File: src/rtl/key_bounce_gen.sv
// key_bounce_gen: mechanical key emulator driving one press/release cycle with LFSR bounce
module key_bounce_gen #(
  parameter logic [21:0] PRE_CYC    = 22'd50_000,
  parameter logic [21:0] BOUNCE_CYC = 22'd500_000,
  parameter logic [21:0] HOLD_CYC   = 22'd1_500_000,
  parameter logic [21:0] REL_CYC    = 22'd500_000,
  parameter logic [21:0] POST_CYC   = 22'd450_000,
  parameter logic [15:0] SEED       = 16'hACE1
) (
  input  logic       sys_clk,
  input  logic       sys_rst_n,
  input  logic       start,
  input  logic       repeat_en,
  input  logic       abort,
  output logic       key_out,
  output logic       busy,
  output logic       done,
  output logic [7:0] press_cnt
);
  typedef enum logic [2:0] {IDLE, PRE, BOUNCE_F, HOLD, BOUNCE_R, POST} state_t;
  state_t      state, state_nxt;
  logic [21:0] cnt, plen;
  logic [15:0] lfsr, lfsr_nxt;
  logic        last, bounce_nxt;
  // phase length of the current state, end-of-phase flag and LFSR step
  always_comb begin
    plen = state == PRE      ? PRE_CYC    :
           state == BOUNCE_F ? BOUNCE_CYC :
           state == HOLD     ? HOLD_CYC   :
           state == BOUNCE_R ? REL_CYC    :
           state == POST     ? POST_CYC   : 22'd1;
    last = cnt == plen - 22'd1;
    lfsr_nxt = {lfsr[14:0], lfsr[15] ^ lfsr[13] ^ lfsr[12] ^ lfsr[10]};
    bounce_nxt = state_nxt == BOUNCE_F || state_nxt == BOUNCE_R;
    busy = state != IDLE;
  end
  // next-state logic; abort wins over everything, start only counts in IDLE
  always_comb begin
    state_nxt = state;
    if (abort)
      state_nxt = IDLE;
    else
      case (state)
        IDLE:     state_nxt = start ? PRE : IDLE;
        PRE:      state_nxt = last ? BOUNCE_F : PRE;
        BOUNCE_F: state_nxt = last ? HOLD : BOUNCE_F;
        HOLD:     state_nxt = last ? BOUNCE_R : HOLD;
        BOUNCE_R: state_nxt = last ? POST : BOUNCE_R;
        POST:     state_nxt = last ? (repeat_en ? PRE : IDLE) : POST;
        default:  state_nxt = IDLE;
      endcase
  end
  // state, phase counter, LFSR and registered outputs; key_out follows the state being entered
  always_ff @(posedge sys_clk or negedge sys_rst_n) begin
    if (!sys_rst_n) begin
      state     <= IDLE;
      cnt       <= '0;
      lfsr      <= SEED;
      key_out   <= 1'b1;
      done      <= 1'b0;
      press_cnt <= '0;
    end else begin
      state   <= state_nxt;
      cnt     <= (state_nxt != state || state == IDLE) ? '0 : cnt + 22'd1;
      if (bounce_nxt) lfsr <= lfsr_nxt;
      key_out <= bounce_nxt ? lfsr_nxt[0] : state_nxt != HOLD;
      done    <= !abort && state == POST && last;
      if (state == HOLD && cnt == '0) press_cnt <= press_cnt + 8'd1;
    end
  end
endmodule
File: config.mk
export PLATFORM = sky130hd
export DESIGN_NAME = key_bounce_gen
export DESIGN_NICKNAME = d
export VERILOG_FILES = /design/src/rtl/key_bounce_gen.sv
export SDC_FILE = /design/constraint.sdc
export NUM_CORES = 1
export LEC_CHECK = 0
export ABC_AREA = 1
export CORE_MARGIN = 2
export CORE_UTILIZATION = 60
export CTS_CLUSTER_SIZE = 10
export DETAILED_ROUTE_END_ITERATION = 8
export GPL_TIMING_DRIVEN = 0
export PLACE_DENSITY = 0.78
export SETUP_SLACK_MARGIN = 0.05
export SYNTH_ARGS = -nofsm -noshare
export SYNTH_HDL_FRONTEND = slang
export SYNTH_SLANG_ARGS = --single-unit
export TNS_END_PERCENT = 20
File: constraint.sdc
create_clock -name sys_clk -period 3.7 [get_ports sys_clk]
set_input_delay 1.11 -clock sys_clk [delete_from_list [all_inputs] [get_ports sys_clk]]
set_output_delay 1.11 -clock sys_clk [all_outputs]
set_load 0.02 [all_outputs]
==> impl_metrics.ini, run 1 <==
[global_routing]
antenna_found_initial = 0
grt_max_degree = 41
grt-ovfl-total = 0
track_usage_pct = 23.5
grt_pass1_wl_um = 10200
grt_pass1_vias = 2246

[routing]
routed_via_density = 5.08
vias = 2457
drt_iter0_drc = 257
drt_wl_total_um = 5930
drc_errors = 0
wire_per_inst_um = 12.2
drtPass1Iterations = 5
antenna_left = 0

[yosys]
syn_area_per_cell_um2 = 7.73
synth-seq-area-share_pct = 42.4
ys_seq_elements = 51
syn_area_um2 = 3040
synthCells = 393
synth_cell_types = 26
ys_top_cells_by_area = dfrtp_1, nand2_1, dfstp_2
synth_top_area_share_pct = 34.6
yosysWarnings = 0
syn_nets = 402
post-synth-top-area-cell = dfrtp_1

[worst_setup_path]
crit_type = flip-flop to flip-flop
slowest_delay_ns = 0.38
cp.required_ns = 3.89
cp_cell_sequence = buf_4 -> nand2_2 -> inv_1 -> nor2_4 -> inv_1 -> ha_1 -> nand2_1 -> nand2_1 -> nor2_1 -> nand2_1 -> nor2_1 -> nand2_1 -> nor2_4 -> nand3_2 -> nand2_1 -> nand3_1 -> nand2_1 -> nand2_1 -> nand2_1 -> inv_1 -> nand2_2 -> buf_6 -> nor2_4
crit_path_top_delay_cell = dfrtp_1
arrival_ns = 3.26
cpMostUsedCell = nand2_1
end_kind = flip-flop
cp_max_fo = 10
start_kind = flip-flop

[floorplan]
row_count = 25
die-area_um2 = 5650
die_height_um = 75.2
fp.coreArea_um2 = 4820
pin_count = 16
initial_core_util_pct = 63.1
die_w_um = 75.2

[placement]
numPortBuffers = 15
place_hpwl_um = 4540
place.gp.congestion = 0.881

[sta]
hold_violations = 0
worstMarginPinSlew_ns = 0.430
fin_crit_sh_pct = 82.9
finalSetupViolCount = 0
slew_headroom_pct = 71.1
fmax_ghz = 0.326
setup-tns-final_ns = 0
period_minus_slack_ns = 3.07
skew_ns = 0.00656
finalMaxSlewViolations = 0
rsz0062_at_grt = no

[cells_and_area]
area_growth_pct = 11.0
multiInputGateArea_um2 = 1480
diodes = 0
drive_above_1_share_pct = 15.3
num-fill-cells = 429
utilization_pct = 70.0
seq_area_um2 = 1290
final_nets = 425

[pwr]
p_leak_nw = 1.64
ir_drop_mv = 0.268
total_power_mw = 1.84
p_per_area_nw_per_um2 = 547

[clock_tree]
clock_sinks = 51
clk_path_buf_depth = 2
clockRootBuffer = clkbuf_8
cts_hold_buffers = 0
numCtsBuffers = 5
clkLatencyLatePin_ns = 0.30
cts_htree_levels = 2
cts_resized = 0
cts_setup_buffers = 0
cts_tree = yes
clkTransAtPathRegs_ns = 0.10

[outcome]
status = finished clean

[run]
maxCapViolations = 0

[worst_hold_path]
hp-class = flip-flop to flip-flop
[flip-flops by register name (all words and copies together), names as in the netlist]
signal and cells:
state 3, done 1, key_out 1, cnt 22, lfsr 16, press_cnt 8
[worst max-delay path: cells and delay by family, from the launching register on]
kind                     cells  cell delay, ns
adder cells (fa/ha/maj)      1            0.30
buffers and inverters        5            0.61
flip-flops                   1            0.38
AND/OR/NAND/NOR             17            1.67
[stage by stage]
stage / setup slack, ns / hold slack (ns) / instances / area [µm²]
global route: 0.335 / 0.484 / 484 / 3370
floorplan: 1.07 / 0.442 / 393 / 3040
detailed placement: 0.664 / 0.456 / 476 / 3290
global placement: 0.103 / 0.450 / 475 / 3270
CTS: 0.626 / 0.469 / 484 / 3370
finish: 0.632 / 0.465 / 484 / 3370
[per-layer routing]
layer	wire, µm	share of wire, %	global-route usage (%)
met1	2900	49	35.1
met2	2700	46	36.2
met3	257	4.3	4.15
met4	68	1.1	4.68
met5	0	0	0
[placed cells by master (no fill, tap or decap), types with 2 or more instances in the layout]
cell type,n
dfstp_2,9
clkdlybuf4s50_1,14
ha_1,4
nor4_1,6
nand2_1,119
clkbuf_1,3
dfrtp_1,42
nand2_2,7
nand3_1,25
inv_1,51
buf_2,3
xnor2_1,7
nor3_1,3
clkbuf_8,5
nor2_2,12
nor2_1,34
o21ai_0,11
xor2_1,15
nand4_1,16
buf_6,4
inv_2,3
nor2_4,14
a21oi_1,2
[synth_stat cells]
library cell and number:
nand2_1 119, inv_1 51, dfrtp_1 42, nor2_1 34, nand3_1 25, nand4_1 16, xor2_1 15, nor2_4 14
nor2_2 12, o21ai_0 11, dfstp_2 9, nand2_2 7, xnor2_1 7, nor4_1 6, buf_6 4, ha_1 4
inv_2 3, nor3_1 3, a21oi_1 2, buf_2 2, clkbuf_1 2, a211o_1 1, buf_4 1, mux2_2 1
nand2_4 1, nand3_2 1
[cell type report]
cell class	count	share of cell area (%)
buffer	9	2.08
clock buffer	6	2.15
clock inverter	2	0.408
inverter	54	6.01
multi-input combinational	279	43.8
sequential	51	38.2
tap	67	2.49
timing repair buffer	16	4.90
[where the power goes]
group	total, mW	internal, mW	switching (mW)
Sequential	0.680	0.634	0.0459
Combinational	0.843	0.294	0.549
Clock	0.321	0.134	0.187
Total	1.84	1.06	0.782
[logic make-up after synthesis]
| group | Yosys count | share of synthesized area, % |
|---|---|---|
| xor+xnor | 22 | 6.34 |
| buf+inv | 63 | 8.98 |
| compound gates | 14 | 2.43 |
| fa+ha+maj | 4 | 1.65 |
| flops | 51 | 42.4 |
| simple gates | 238 | 37.8 |
| mux | 1 | 0.371 |
[worst paths after layout]
path / from / endpoint / slack [ns] / depth (start not counted)
min in group asynchronous: sys_rst_n / cnt[3]$_DFF_PN0_ / 0.69 / 1
max in group asynchronous: sys_rst_n / key_out$_DFF_PN1_ / 2.45 / 2
max reg2reg: state[0]$_DFF_PN0_ / cnt[10]$_DFF_PN0_ / 0.63 / 23
min reg2reg: lfsr[6]$_DFFE_PN1P_ / lfsr[7]$_DFFE_PN1P_ / 0.47 / 2
min: lfsr[6]$_DFFE_PN1P_ / lfsr[7]$_DFFE_PN1P_ / 0.47 / 2
max: state[0]$_DFF_PN0_ / cnt[10]$_DFF_PN0_ / 0.63 / 23
Note: power is estimated with default switching activity, not from simulation.
==> run 2: changes to the inputs <==
Settings changed: CORE_UTILIZATION 60 to 54, PLACE_DENSITY 0.78 to 0.74.
Clock period 3.7 ns to 2.7 ns, I/O delays scaled along.
==> impl_metrics.ini, run 2 (synthesis results as in run 1) <==
[sta]
fmax_ghz = 0.351
period_minus_slack_ns = 2.85
finalSetupViolCount = 26
fin_crit_sh_pct = 105
fin_ws_ns = -0.146
finalMaxSlewViolations = 0
skew_ns = 0.0185
slew_headroom_pct = 74.3
worstMarginPinSlew_ns = 0.382
whs_ns = 0.366
rsz0062_at_grt = yes
hold_violations = 0

[routing]
wire_per_inst_um = 13.7
routed_via_density = 5.19
drt_wl_total_um = 7030
vias = 2663
drt_iter0_drc = 162
antenna_left = 0
drc_errors = 0
drtPass1Iterations = 4

[cells_and_area]
multiInputGateArea_um2 = 1560
num-fill-cells = 437
drive_above_1_share_pct = 24.0
utilization_pct = 68.6
diodes = 0
final_nets = 449
post_layout_nonfiller_instances = 513
layout.cells.most_common_list = nand2_1, inv_1, dfrtp_1, nor2_1, nand3_1
final_common_cell = nand2_1
top_register = cnt
area_growth_pct = 23.6
seq_area_um2 = 1290
top_regs = cnt x22, lfsr x16, press_cnt x8
largest_register_ffs = 22

[worst_setup_path]
crit_type = flip-flop to flip-flop
cp_cell_sequence = buf_6 -> inv_8 -> nand2_4 -> nand2_4 -> nor2_4 -> inv_2 -> ha_4 -> nor2_1 -> nor2_1 -> nand2_1 -> nor2_1 -> nand2_1 -> nor2_4 -> nand3_2 -> nand2_2 -> nand2_2 -> nand2_2 -> nand2_2 -> nand2_1 -> nand2_1 -> nor2_2 -> nand2_4 -> buf_12 -> nor2_4
end_kind = flip-flop
crit_path_top_delay_cell = dfrtp_1
cp_max_fo = 5
arrival_ns = 3.08
crit_buf_inv = 4
cp.required_ns = 2.93
start_kind = flip-flop
slowest_delay_ns = 0.35
cp_top_family = simple AND/OR/NAND/NOR gates

[global_routing]
grt_max_degree = 42
grt-busiest-layer = met2
grt-ovfl-total = 0
grt.met2_usage_pct = 38.1
grt_pass1_vias = 2456
met1_usage_pct = 31.5
use_met3_pct = 3.98
track_usage_pct = 23.3
antenna_found_initial = 0
grt_pass1_wl_um = 11400

[clock_tree]
cts_hold_buffers = 0
numCtsBuffers = 5
clockRootBuffer = clkbuf_8
clkLatencyLatePin_ns = 0.31
clk_path_buf_depth = 2
clock_sinks = 51
cts_htree_levels = 2
clkTransAtPathRegs_ns = 0.10
cts_tree = yes

[pwr]
p_leak_nw = 1.81
ir_drop_mv = 0.483
p_per_area_nw_per_um2 = 809

[placement]
dp_slack_ns = -0.332
placed_cells = 481
place.gp.congestion = 0.929
place_hpwl_um = 4700
numPortBuffers = 15

[run]
maxCapViolations = 0

[floorplan]
row_count = 27
die-area_um2 = 6240
fp.coreArea_um2 = 5470
pin_count = 16
die_w_um = 79.0
initial_core_util_pct = 55.5
die_height_um = 79.0

[outcome]
violations = setup timing
status = finished with violations

[worst_hold_path]
hp-class = input port to asynchronous set/reset pin
[run 2: cell count changes in the layout (fill, tap and decap cells not counted), sizes merged]
| cell | change |
|---|---|
| clkinvlp | +1 |
| clkinv | -1 |
| buf | +23 |
| clkbuf | +1 |
[run 2: power breakdown]
group | switching (mW) | internal (mW) | total (mW)
Sequential | 0.0654 | 0.869 | 0.934
Clock | 0.258 | 0.209 | 0.467
Combinational | 0.929 | 0.705 | 1.63
Total | 1.25 | 1.78 | 3.04
[run 2: what timing repair did]
item                                    4_1_cts  5_1_grt
cloned                                        1        1
pin swaps                                    16        9
resized for setup                            21       26
endpoints found under the setup margin       39       41
endpoints found under the hold margin         0        0
buffers inserted                             15        7
[run 2: final timing paths]
path | from | to | slack, ns | depth (start not counted)
worst max-delay path | state[1]$_DFF_PN0_ | cnt[1]$_DFF_PN0_ | -0.15 | 24
worst min-delay path | sys_rst_n | cnt[2]$_DFF_PN0_ | 0.37 | 1
worst max register to register | state[1]$_DFF_PN0_ | cnt[1]$_DFF_PN0_ | -0.15 | 24
worst min register to register | lfsr[6]$_DFFE_PN1P_ | lfsr[7]$_DFFE_PN1P_ | 0.47 | 2
max in group asynchronous | sys_rst_n | lfsr[7]$_DFFE_PN1P_ | 1.75 | 2
min in group sys_clk | lfsr[6]$_DFFE_PN1P_ | lfsr[7]$_DFFE_PN1P_ | 0.47 | 2
[run 2: stage by stage]
stage	power [mW]	area, µm²	TNS (ns)
finish	3.04	3750	-2.15
global route	3.23	3750	-10.78
CTS	2.86	3610	0
detailed placement	2.10	3290	-9.06
global placement	2.07	3280	-36.22
floorplan	1.83	3040	0
[run 2: final cells by class]
type / instances / area share, %
multi-input combinational: 279 / 41.6
tap: 72 / 2.40
clock inverter: 2 / 0.433
timing repair buffer: 40 / 10.5
sequential: 51 / 34.3
inverter: 54 / 5.93
clock buffer: 6 / 2.20
buffer: 9 / 2.60
[run 2: per-layer routing]
metal / part of all wire [%] / vias up
met3: 3.7 / 19
met4: 2.5 / 0
li1: - / 1323
met5: 0 / -
met1: 47 / 1259
met2: 47 / 62
